### src/rtl/hw1_uart_tx.sv
// Transmit-only UART: one start bit, eight data bits LSB first, optional parity, one or two stop bits.
// The line and busy flag are registered from the next-state decode so both change on the same edge as the state.
module hw1_uart_tx #(
   parameter int CLK_FREQ  = 50_000_000,
   parameter int BAUD      = 9600,
   parameter int PARITY    = 0,
   parameter int STOP_BITS = 1
) (
   input  logic       clk_50M,
   input  logic       reset_n,
   input  logic       write,
   input  logic [7:0] indata,
   output logic       uart_txd,
   output logic       tx_busy
);

   localparam int CLKS_PER_BIT = CLK_FREQ / BAUD;
   localparam int CW = (CLKS_PER_BIT > 1) ? $clog2(CLKS_PER_BIT) : 1;
   localparam logic [CW-1:0] LAST_CNT  = CW'(CLKS_PER_BIT - 1);
   localparam logic [2:0]    LAST_STOP = 3'(STOP_BITS - 1);

   typedef enum logic [2:0] {
      S_IDLE,
      S_START,
      S_DATA,
      S_PARITY,
      S_STOP
   } state_t;

   state_t          r_state;
   state_t          w_stateNext;
   logic            r_syncQ1;
   logic            r_syncQ2;
   logic [CW-1:0]   r_cnt;
   logic [2:0]      r_idx;
   logic [7:0]      r_shreg;
   logic [7:0]      r_data;
   logic            r_txd;
   logic            r_busy;
   logic            w_rise;
   logic            w_bitDone;
   logic            w_parity;
   logic            w_txdNext;
   logic            w_busyNext;

   // write is asynchronous to the clock, so it is synchronised before the rising-edge detect
   always_ff @(posedge clk_50M) begin
      if (reset_n) begin
         r_syncQ1 <= 1'b0;
         r_syncQ2 <= 1'b0;
      end else begin
         r_syncQ1 <= write;
         r_syncQ2 <= r_syncQ1;
      end
   end

   assign w_rise    = r_syncQ1 & ~r_syncQ2;
   assign w_bitDone = (r_cnt == LAST_CNT);
   assign w_parity  = (PARITY == 1) ? ~^r_data : ^r_data;

   always_ff @(posedge clk_50M) begin
      if (reset_n) begin
         r_state <= S_IDLE;
      end else begin
         r_state <= w_stateNext;
      end
   end

   always_comb begin
      w_stateNext = r_state;
      case (r_state)
         S_IDLE:   if (w_rise) w_stateNext = S_START;
         S_START:  if (w_bitDone) w_stateNext = S_DATA;
         S_DATA:   if (w_bitDone && r_idx == 3'd7) w_stateNext = (PARITY != 0) ? S_PARITY : S_STOP;
         S_PARITY: if (w_bitDone) w_stateNext = S_STOP;
         S_STOP:   if (w_bitDone && r_idx == LAST_STOP) w_stateNext = S_IDLE;
         default:  w_stateNext = S_IDLE;
      endcase
   end

   // The bit index restarts on every state change, so it doubles as the stop-bit counter
   always_ff @(posedge clk_50M) begin
      if (reset_n) begin
         r_cnt   <= '0;
         r_idx   <= '0;
         r_shreg <= '0;
         r_data  <= '0;
      end else if (r_state == S_IDLE) begin
         r_cnt <= '0;
         r_idx <= '0;
         if (w_rise) begin
            r_shreg <= indata;
            r_data  <= indata;
         end
      end else begin
         r_cnt <= w_bitDone ? '0 : r_cnt + 1'b1;
         if (w_stateNext != r_state) begin
            r_idx <= '0;
         end else if (w_bitDone) begin
            r_idx <= r_idx + 3'd1;
         end
         if (r_state == S_DATA && w_bitDone) begin
            r_shreg <= {1'b0, r_shreg[7:1]};
         end
      end
   end

   always_comb begin
      w_txdNext  = 1'b1;
      w_busyNext = 1'b1;
      case (w_stateNext)
         S_IDLE:   w_busyNext = 1'b0;
         S_START:  w_txdNext  = 1'b0;
         S_DATA:   w_txdNext  = (r_state == S_DATA && w_bitDone) ? r_shreg[1] : r_shreg[0];
         S_PARITY: w_txdNext  = w_parity;
         S_STOP:   w_txdNext  = 1'b1;
         default:  w_txdNext  = 1'b1;
      endcase
   end

   always_ff @(posedge clk_50M) begin
      if (reset_n) begin
         r_txd  <= 1'b1;
         r_busy <= 1'b0;
      end else begin
         r_txd  <= w_txdNext;
         r_busy <= w_busyNext;
      end
   end

   assign uart_txd = r_txd;
   assign tx_busy  = r_busy;

endmodule

### config.mk
export PLATFORM = sky130hd
export DESIGN_NAME = hw1_uart_tx
export DESIGN_NICKNAME = d
export VERILOG_FILES = /design/src/rtl/hw1_uart_tx.sv
export SDC_FILE = /design/constraint.sdc
export NUM_CORES = 1
export LEC_CHECK = 0
export CAP_MARGIN = 10
export CORE_MARGIN = 4
export CORE_UTILIZATION = 57
export DETAILED_ROUTE_END_ITERATION = 8
export GPL_ROUTABILITY_DRIVEN = 0
export GPL_TIMING_DRIVEN = 0
export PLACE_DENSITY = 0.78
export SKIP_LAST_GASP = 1
export SYNTH_ARGS = -nofsm -noshare
export SYNTH_HDL_FRONTEND = slang
export SYNTH_SLANG_ARGS = --single-unit
### constraint.sdc
create_clock -name clk_50M -period 2.48 [get_ports clk_50M]
set_input_delay 0.372 -clock clk_50M [delete_from_list [all_inputs] [get_ports clk_50M]]
set_output_delay 0.372 -clock clk_50M [all_outputs]
set_load 0.02 [all_outputs]
==> qor.txt <==
RUN STATUS
--------------------------------------------------------------------------------------------------------
Run status ................................................................................ finished clean

DRT
--------------------------------------------------------------------------------------------------------
Detailed router's first-iteration violation count .........................................           76
Detailed-route via count ..................................................................        1,402
Wire length per cell after detailed routing ...............................................     14.72 um
Vias per std cell .........................................................................        5.842
Antenna Violating Nets Remaining ..........................................................            0
Drt first pass iters ......................................................................            4
Post-route DRC ............................................................................            0
DRT Wirelength ............................................................................     3.533 mm

CELLS AND AREA
--------------------------------------------------------------------------------------------------------
Final net count ...........................................................................          223
Total of fill cells in the finished design ................................................          246
Ant. Diodes ...............................................................................            0
Ratio of cells with drive above 1 in the final layout .....................................      0.07177
Most used cells in the layout excluding fill and tap cells ................................ 39 x sky130_fd_sc_hd__dfxtp_1, 33 x sky130_fd_sc_hd__nor2_1, 16 x sky130_fd_sc_hd__mux2i_1
Area taken by multi-input logic gates .....................................................    928.4 um2
Synthesis-to-layout area growth ...........................................................       11.85%
Most common library cell in the layout ignoring fill and taps ............................. sky130_fd_sc_hd__dfxtp_1
Filler-free cell count of the finished design .............................................          240
Area taken by flip-flops and latches ......................................................    780.7 um2

GLOBAL ROUTE
--------------------------------------------------------------------------------------------------------
Global-route usage over all layers ........................................................       0.1899
Maximum number of pins on one net before global-route repair ..............................           12
Total gr overflow .........................................................................            0
Number of global-route vias before repair .................................................        1,325
Antenna violations before repair ..........................................................            0
Wire length of the first global-routing pass ..............................................     6.016 mm

STA
--------------------------------------------------------------------------------------------------------
Fin Clk Skew ..............................................................................   0.01121 ns
Unrepaired setup endpoints after global routing ...........................................        false
Worst Max-Slew Pin Slew ...................................................................    0.8149 ns
Worst slew margin .........................................................................       0.4525
Hold violation total from the final report ................................................            0
Fin crit share ............................................................................       0.8837
Final critical-path required period .......................................................     2.192 ns
Maximum frequency from static timing analysis .............................................    456.3 MHz
Slack of the critical path ................................................................    0.2883 ns
Number of endpoints failing setup at the final stage ......................................            0
Total negative slack for setup checks .....................................................         0 ns
Final count of pins violating max slew ....................................................            0

SYNTHESIS
--------------------------------------------------------------------------------------------------------
Top post-synthesis cells by area .......................................................... sky130_fd_sc_hd__dfxtp_1 44%, sky130_fd_sc_hd__mux2i_1 9.1%, sky130_fd_sc_hd__nor2_1 7.0%
Xor and xnor area share after synthesis ...................................................      0.07452
Synthesized instance count ................................................................          189
Yosys reg bits ............................................................................           39
Sequential-to-total area share from yosys stat ............................................       0.4429
Number of nets in the synthesized netlist .................................................          204
Cell taking the most area after synthesis ................................................. sky130_fd_sc_hd__dfxtp_1
Post-Synthesis Cell Area .................................................................. 0.001763 mm2
Adder-cell area share of the yosys netlist ................................................      0.02839
Area share of and/or/nand/nor cells after synthesis .......................................       0.2058
Count of unique library cells instantiated by Yosys .......................................           36
Main combinational cell family by area after synthesis .................................... simple AND/OR/NAND/NOR gates
Total of warnings raised by yosys .........................................................            0
Top cell type's share of synthesized area .................................................       0.4429
Area fraction in compound gates after synthesis ...........................................       0.1270
Post-Synthesis Mean Instance Area .........................................................    9.328 um2
Mux share of post-synthesis cell area .....................................................      0.09084

CLOCK NETWORK
--------------------------------------------------------------------------------------------------------
Sinks on Clock Net ........................................................................           39
H-tree levels .............................................................................            2
Count of hold-fix buffers inserted at cts .................................................            0
Worst-case clock buffer depth .............................................................            2
Clock latency on the worst-skew pair ......................................................      0.35 ns
Clock tree root buffer cell ............................................................... sky130_fd_sc_hd__clkbuf_4
Resized Gates After CTS ...................................................................            0
Buffers inserted by post-CTS timing repair ................................................            0
TritonCTS clock tree ......................................................................         done
Post-CTS clock slew at the launch and capture registers of the worst setup and hold paths .      0.11 ns
Number of buffers created by CTS ..........................................................            5

CRITICAL PATH
--------------------------------------------------------------------------------------------------------
Required time at the worst-slack endpoint .................................................      2.75 ns
Register-to-Register Setup Slack ..........................................................      0.29 ns
Category of the worst setup path capture point ............................................         flop
R2R cell count ............................................................................            8
R2R Path Start ............................................................................ r_cnt[0]$_SDFF_PP0_
Worst setup path start .................................................................... r_cnt[0]$_SDFF_PP0_
Worst EP arrival ..........................................................................      2.46 ns
Worst-path maximum fanout .................................................................           10
Setup CP Type ............................................................................. flop to flop
Type of element launching the critical path ...............................................         flop
End of the worst register-to-register path ................................................ r_shreg[7]$_SDFFE_PP0P_

PWR
--------------------------------------------------------------------------------------------------------
Part of the power in the clock network ....................................................        0.282
Internal power ............................................................................    0.8229 mW
P_sw ......................................................................................    0.2817 mW
PD cells .................................................................................. 560.2 mW/mm2
Reg power frac ............................................................................        0.597
Worst IR drop on VDD ......................................................................  0.0003998 V
Fraction of power spent switching nets ....................................................       0.2551
Static leakage ............................................................................    0.7498 nW
Part of the power in combinational logic ..................................................        0.121

RUN
--------------------------------------------------------------------------------------------------------
# Max-Cap Violations ......................................................................            0

PLACEMENT
--------------------------------------------------------------------------------------------------------
Sum of net half-perimeters after detailed placement .......................................     2.567 mm
Instance count after placement with tap cells included ....................................          232
Number of buffers added on ports ..........................................................           12
Pre-CTS WS ................................................................................    0.3234 ns

MIN PATH
--------------------------------------------------------------------------------------------------------
Worst Hold Path Cells .....................................................................            1
Launch instance of the worst min-delay path ............................................... r_cnt[0]$_SDFF_PP0_
Worst Hold Endpoint ....................................................................... r_cnt[0]$_SDFF_PP0_
Worst hold path class ..................................................................... flop to flop

DIE
--------------------------------------------------------------------------------------------------------
Floorplan core area ....................................................................... 0.002853 mm2
Number of top-level design ports ..........................................................           13
Initial Utilization .......................................................................       0.6180
Die boundary width ........................................................................     63.62 um
Number of cell rows .......................................................................           19
Die area .................................................................................. 0.004047 mm2
Vertical extent of the die ................................................................     63.62 um

cell usage after synthesis:
| cell | n |
|---|---|
| sky130_fd_sc_hd__dfxtp_1 | 39 |
| sky130_fd_sc_hd__nor2_1 | 33 |
| sky130_fd_sc_hd__mux2i_1 | 16 |
| sky130_fd_sc_hd__nand2_1 | 9 |
| sky130_fd_sc_hd__xnor2_1 | 8 |
| sky130_fd_sc_hd__a21oi_1 | 7 |
| sky130_fd_sc_hd__xor2_1 | 7 |
| sky130_fd_sc_hd__o21ai_0 | 6 |
| sky130_fd_sc_hd__a211oi_1 | 5 |
| sky130_fd_sc_hd__nand3_1 | 5 |
| sky130_fd_sc_hd__or3_1 | 5 |
| sky130_fd_sc_hd__buf_2 | 4 |
| sky130_fd_sc_hd__ha_1 | 4 |
| sky130_fd_sc_hd__and3_1 | 3 |
| sky130_fd_sc_hd__clkbuf_1 | 3 |
| sky130_fd_sc_hd__inv_1 | 3 |
| sky130_fd_sc_hd__nand4bb_1 | 3 |
| sky130_fd_sc_hd__nor3_1 | 3 |
| sky130_fd_sc_hd__a211oi_2 | 2 |
| sky130_fd_sc_hd__and4_1 | 2 |
| sky130_fd_sc_hd__nand2b_1 | 2 |
| sky130_fd_sc_hd__nand4_1 | 2 |
| sky130_fd_sc_hd__nor2b_1 | 2 |
| sky130_fd_sc_hd__nor4_1 | 2 |
| sky130_fd_sc_hd__o22a_1 | 2 |
| sky130_fd_sc_hd__o22ai_1 | 2 |
| sky130_fd_sc_hd__a31oi_1 | 1 |
| sky130_fd_sc_hd__buf_6 | 1 |
| sky130_fd_sc_hd__nand3b_1 | 1 |
| sky130_fd_sc_hd__o2111ai_1 | 1 |
| sky130_fd_sc_hd__o21ai_1 | 1 |
| sky130_fd_sc_hd__o311ai_0 | 1 |
| sky130_fd_sc_hd__o31a_1 | 1 |
| sky130_fd_sc_hd__o31ai_1 | 1 |
| sky130_fd_sc_hd__o31ai_4 | 1 |
| sky130_fd_sc_hd__or2_2 | 1 |
how the worst max path moves through the flow:
| stage | endpoint | slack, ns |
|---|---|---|
| after global routing | r_shreg[7]$_SDFFE_PP0P_ | 0.07 |
| after detailed placement | r_shreg[7]$_SDFFE_PP0P_ | 0.32 |
| after floorplan | r_shreg[1]$_SDFFE_PP0P_ | 0.56 |
| after global placement | r_shreg[7]$_SDFFE_PP0P_ | 0.37 |
| final | r_shreg[7]$_SDFFE_PP0P_ | 0.29 |
| after CTS | r_shreg[7]$_SDFFE_PP0P_ | 0.29 |
critical path, cell delays in order (launching register included):
cell                        delay [ns]
sky130_fd_sc_hd__dfxtp_1          0.39
sky130_fd_sc_hd__ha_1             0.24
sky130_fd_sc_hd__nand4bb_1        0.19
sky130_fd_sc_hd__or3_1            0.33
sky130_fd_sc_hd__buf_2            0.19
sky130_fd_sc_hd__o31ai_4          0.32
sky130_fd_sc_hd__buf_6            0.20
sky130_fd_sc_hd__nand3_1          0.12
sky130_fd_sc_hd__a21oi_1          0.14
sequential cells by signal, indices dropped and copies added, names as in the netlist:
register	flops
r_syncQ2	1
r_state	3
r_syncQ1	1
r_shreg	8
r_data	8
r_cnt	13
tx_busy	1
uart_txd	1
r_idx	3
per-stage QoR:
stage,instance area [um2],hold WS [ns],power (mW),utilization
floorplan,1763,0.4260,0.7614,-
global placement,1922,0.4426,0.8018,0.6737
detailed placement,1922,0.4536,0.8063,0.6737
CTS,1972,0.4811,1.116,0.6912
global route,1972,0.4945,1.159,0.6912
finish,1972,0.4719,1.105,0.6912
kinds of logic after synthesis:
| family | after synthesis |
|---|---|
| and+or+nand+nor | 73 |
| xor gates and xnor gates | 15 |
| muxes | 16 |
| buffers and inverters | 11 |
| DFF | 39 |
| AOI/OAI and AO/OA | 31 |
| adders and majority gates | 4 |
per-layer routing:
layer | vias to the layer above | global-route usage | part of all wire
met5 | - | 0 | 0
met4 | 0 | 0.07817 | 0.0093
met3 | 4 | 0.05506 | 0.039
met2 | 25 | 0.2999 | 0.49
met1 | 665 | 0.2407 | 0.46
li1 | 708 | - | -
cell type report:
type                       count  area share
multi-input combinational    139      0.4708
tap                           31     0.01967
clock buffer                   7     0.02284
buffer                         8     0.02157
clock inverter                 1    0.002538
inverter                       3    0.005711
sequential                    39      0.3959
timing repair buffer          12     0.06091
power by group through the flow:
stage / Sequential [mW] / Clock, mW / Combinational [mW]
after floorplan: 0.674 / 0 / 0.0869
after global placement: 0.673 / 0 / 0.129
after detailed placement: 0.674 / 0 / 0.132
after CTS: 0.660 / 0.323 / 0.133
after global routing: 0.663 / 0.349 / 0.147
final: 0.660 / 0.311 / 0.134
No activity file was read; power rests on OpenSTA's default activity.
==> variant: new RTL, same settings <==
Encoding of `state_t`: now Gray code (3 bits for 5 states).
--- a/src/rtl/hw1_uart_tx.sv
+++ b/src/rtl/hw1_uart_tx.sv
@@ -22,7 +22,7 @@
    typedef enum logic [2:0] {
-      S_IDLE,
-      S_START,
-      S_DATA,
-      S_PARITY,
-      S_STOP
+      S_IDLE   = 3'b000,
+      S_START  = 3'b001,
+      S_DATA   = 3'b011,
+      S_PARITY = 3'b010,
+      S_STOP   = 3'b110
    } state_t;
Formal check against the unedited RTL: no difference found for any inputs over 10 cycles, from zero or initial values and one cycle with reset_n high; not proved beyond that.
==> variant against the original RTL <==
Final area rose by 5.4%. Routed wire length increased by 0.68%. Worst setup slack got worse by 0.22 ns. Clock power grew 34%. Largest power group unchanged. Die area is 1.5% higher. Sequential cell count stayed put. Total power rose by 8.9%. Synthesized area is 1.7% higher. Sequential power hardly changed. Utilization down 0.49 points. Non-clock buffer count rose by 3. First-iteration DRC count shrank 18%.
==> variant: results (changes against the original RTL) <==
[placement]
dp.cells=247  ; +6.5%
dp_hpwl_um=2640  ; +2.8%
placed_cell_area_mm2=0.00197  ; +2.4%
post-place-ws_ns=0.0805  ; -0.243 ns

[final_layout]
stdcell_count=258  ; +7.5%
fin_nets=229  ; +2.7%
drive_gt1_share_pct=11.2  ; +4.0 points

[logic_synthesis]
synth_area_leaders=dfxtp_1, mux2i_1, nor2_1, xnor2_1, a211oi_1
ys_top_cells_by_count=dfxtp_1, nor2_1, mux2i_1
ys_seq_area_share_pct=43.5  ; -0.74 points
synth_nets=206  ; +0.98%
synth.avg_cell_area_um2=9.39  ; +0.64%
synth_cell_types=40  ; +11%

[setup_path]
timing.rr.start=r_cnt[7]
cp_slowest_cell=or4b_4
critical_path_arrival_ns=2.66  ; +0.20 ns
crit_path_max_fanout=3  ; -7
r2r-end=uart_txd
reg2regPathDepth=5  ; -3
cp_slowest_stage_delay_ns=0.57  ; +0.18 ns

[sta]
skew_ns=0.00809  ; -0.00312 ns
maxSlewHeadroom_pct=44.9  ; -0.34 points
holdWs_ns=0.476  ; +0.00454 ns

[grt]
grt_pass1_wl_um=5920  ; -1.6%
antenna_found_initial=0  ; unchanged
grt_pass1_vias=1397  ; +5.4%
grt_start_max_net_pins=13  ; +1

[power]
ir_worst_vdd_mv=0.392  ; -1.8%
clk-power_uw=418  ; +34%
power.leakage_nw=0.821  ; +9.5%
comb_power_uw=125  ; -7%
intPower_uw=916  ; +11%
total_power_mw=1.20  ; +8.9%

[routing]
drtIter0Drc=62  ; -18%
detail_route.wl_per_cell_um=13.8  ; -6.3%
vias_per_cell=5.45  ; -6.7%

[run_status]
outcome=finished clean

==> variant: cell count changes in the layout (fill, tap and decap cells not counted), sizes merged, moves of 3 or more <==
cell,delta
inv,+5
nor2,-5
xnor2,+4
a21oi,+3
nand4bb,-3
o21ai,-3
or3,-3
==> variant: cell type report <==
type	instances	area (um2)
Buffer	7	37.5
Clock buffer	5	37.5
Clock inverter	2	37.5
Fill cell	257	950
Inverter	9	33.8
Multi-Input combinational cell	136	941
Sequential cell	39	786
Tap cell	44	55.1
Timing Repair Buffer	16	150
==> variant: what timing repair did <==
action                     CTS  global route
gates resized for setup      0             4
setup endpoints to repair    0             1
buffers inserted             0             4
==> variant: worst register-to-register path, stage by stage, from the launching register on <==
cell     delay [ns]
dfxtp_2        0.35
or4b_4         0.57
or4_4          0.54
a21o_1         0.20
or3_1          0.33
a211o_1        0.30
==> variant: layer usage <==
layer  global-route usage (%)  part of all wire, %
met2                     31.6                   51
met1                     21.3                   43
met3                     4.92                  4.1
met5                        0                    0
met4                     8.89                  1.5
==> variant: worst max path at each step <==
stage | from | to | slack (ns)
after floorplan | r_cnt[11] | uart_txd | 0.19
after global placement | r_cnt[11] | uart_txd | 0.11
after detailed placement | r_cnt[11] | uart_txd | 0.08
after CTS | r_cnt[11] | uart_txd | 0.04
after global routing | r_cnt[7] | uart_txd | 0.003
final | r_cnt[7] | uart_txd | 0.07
==> variant: logic make-up after synthesis <==
logic type | after synthesis | synth area share [%]
and+or+nand+nor | 65 | 19.8
muxes | 16 | 8.93
AOI/OAI and AO/OA | 32 | 11.7
DFF | 39 | 43.5
xor gates and xnor gates | 19 | 9.28
adders and majority gates | 4 | 2.79
buffers and inverters | 16 | 3.98
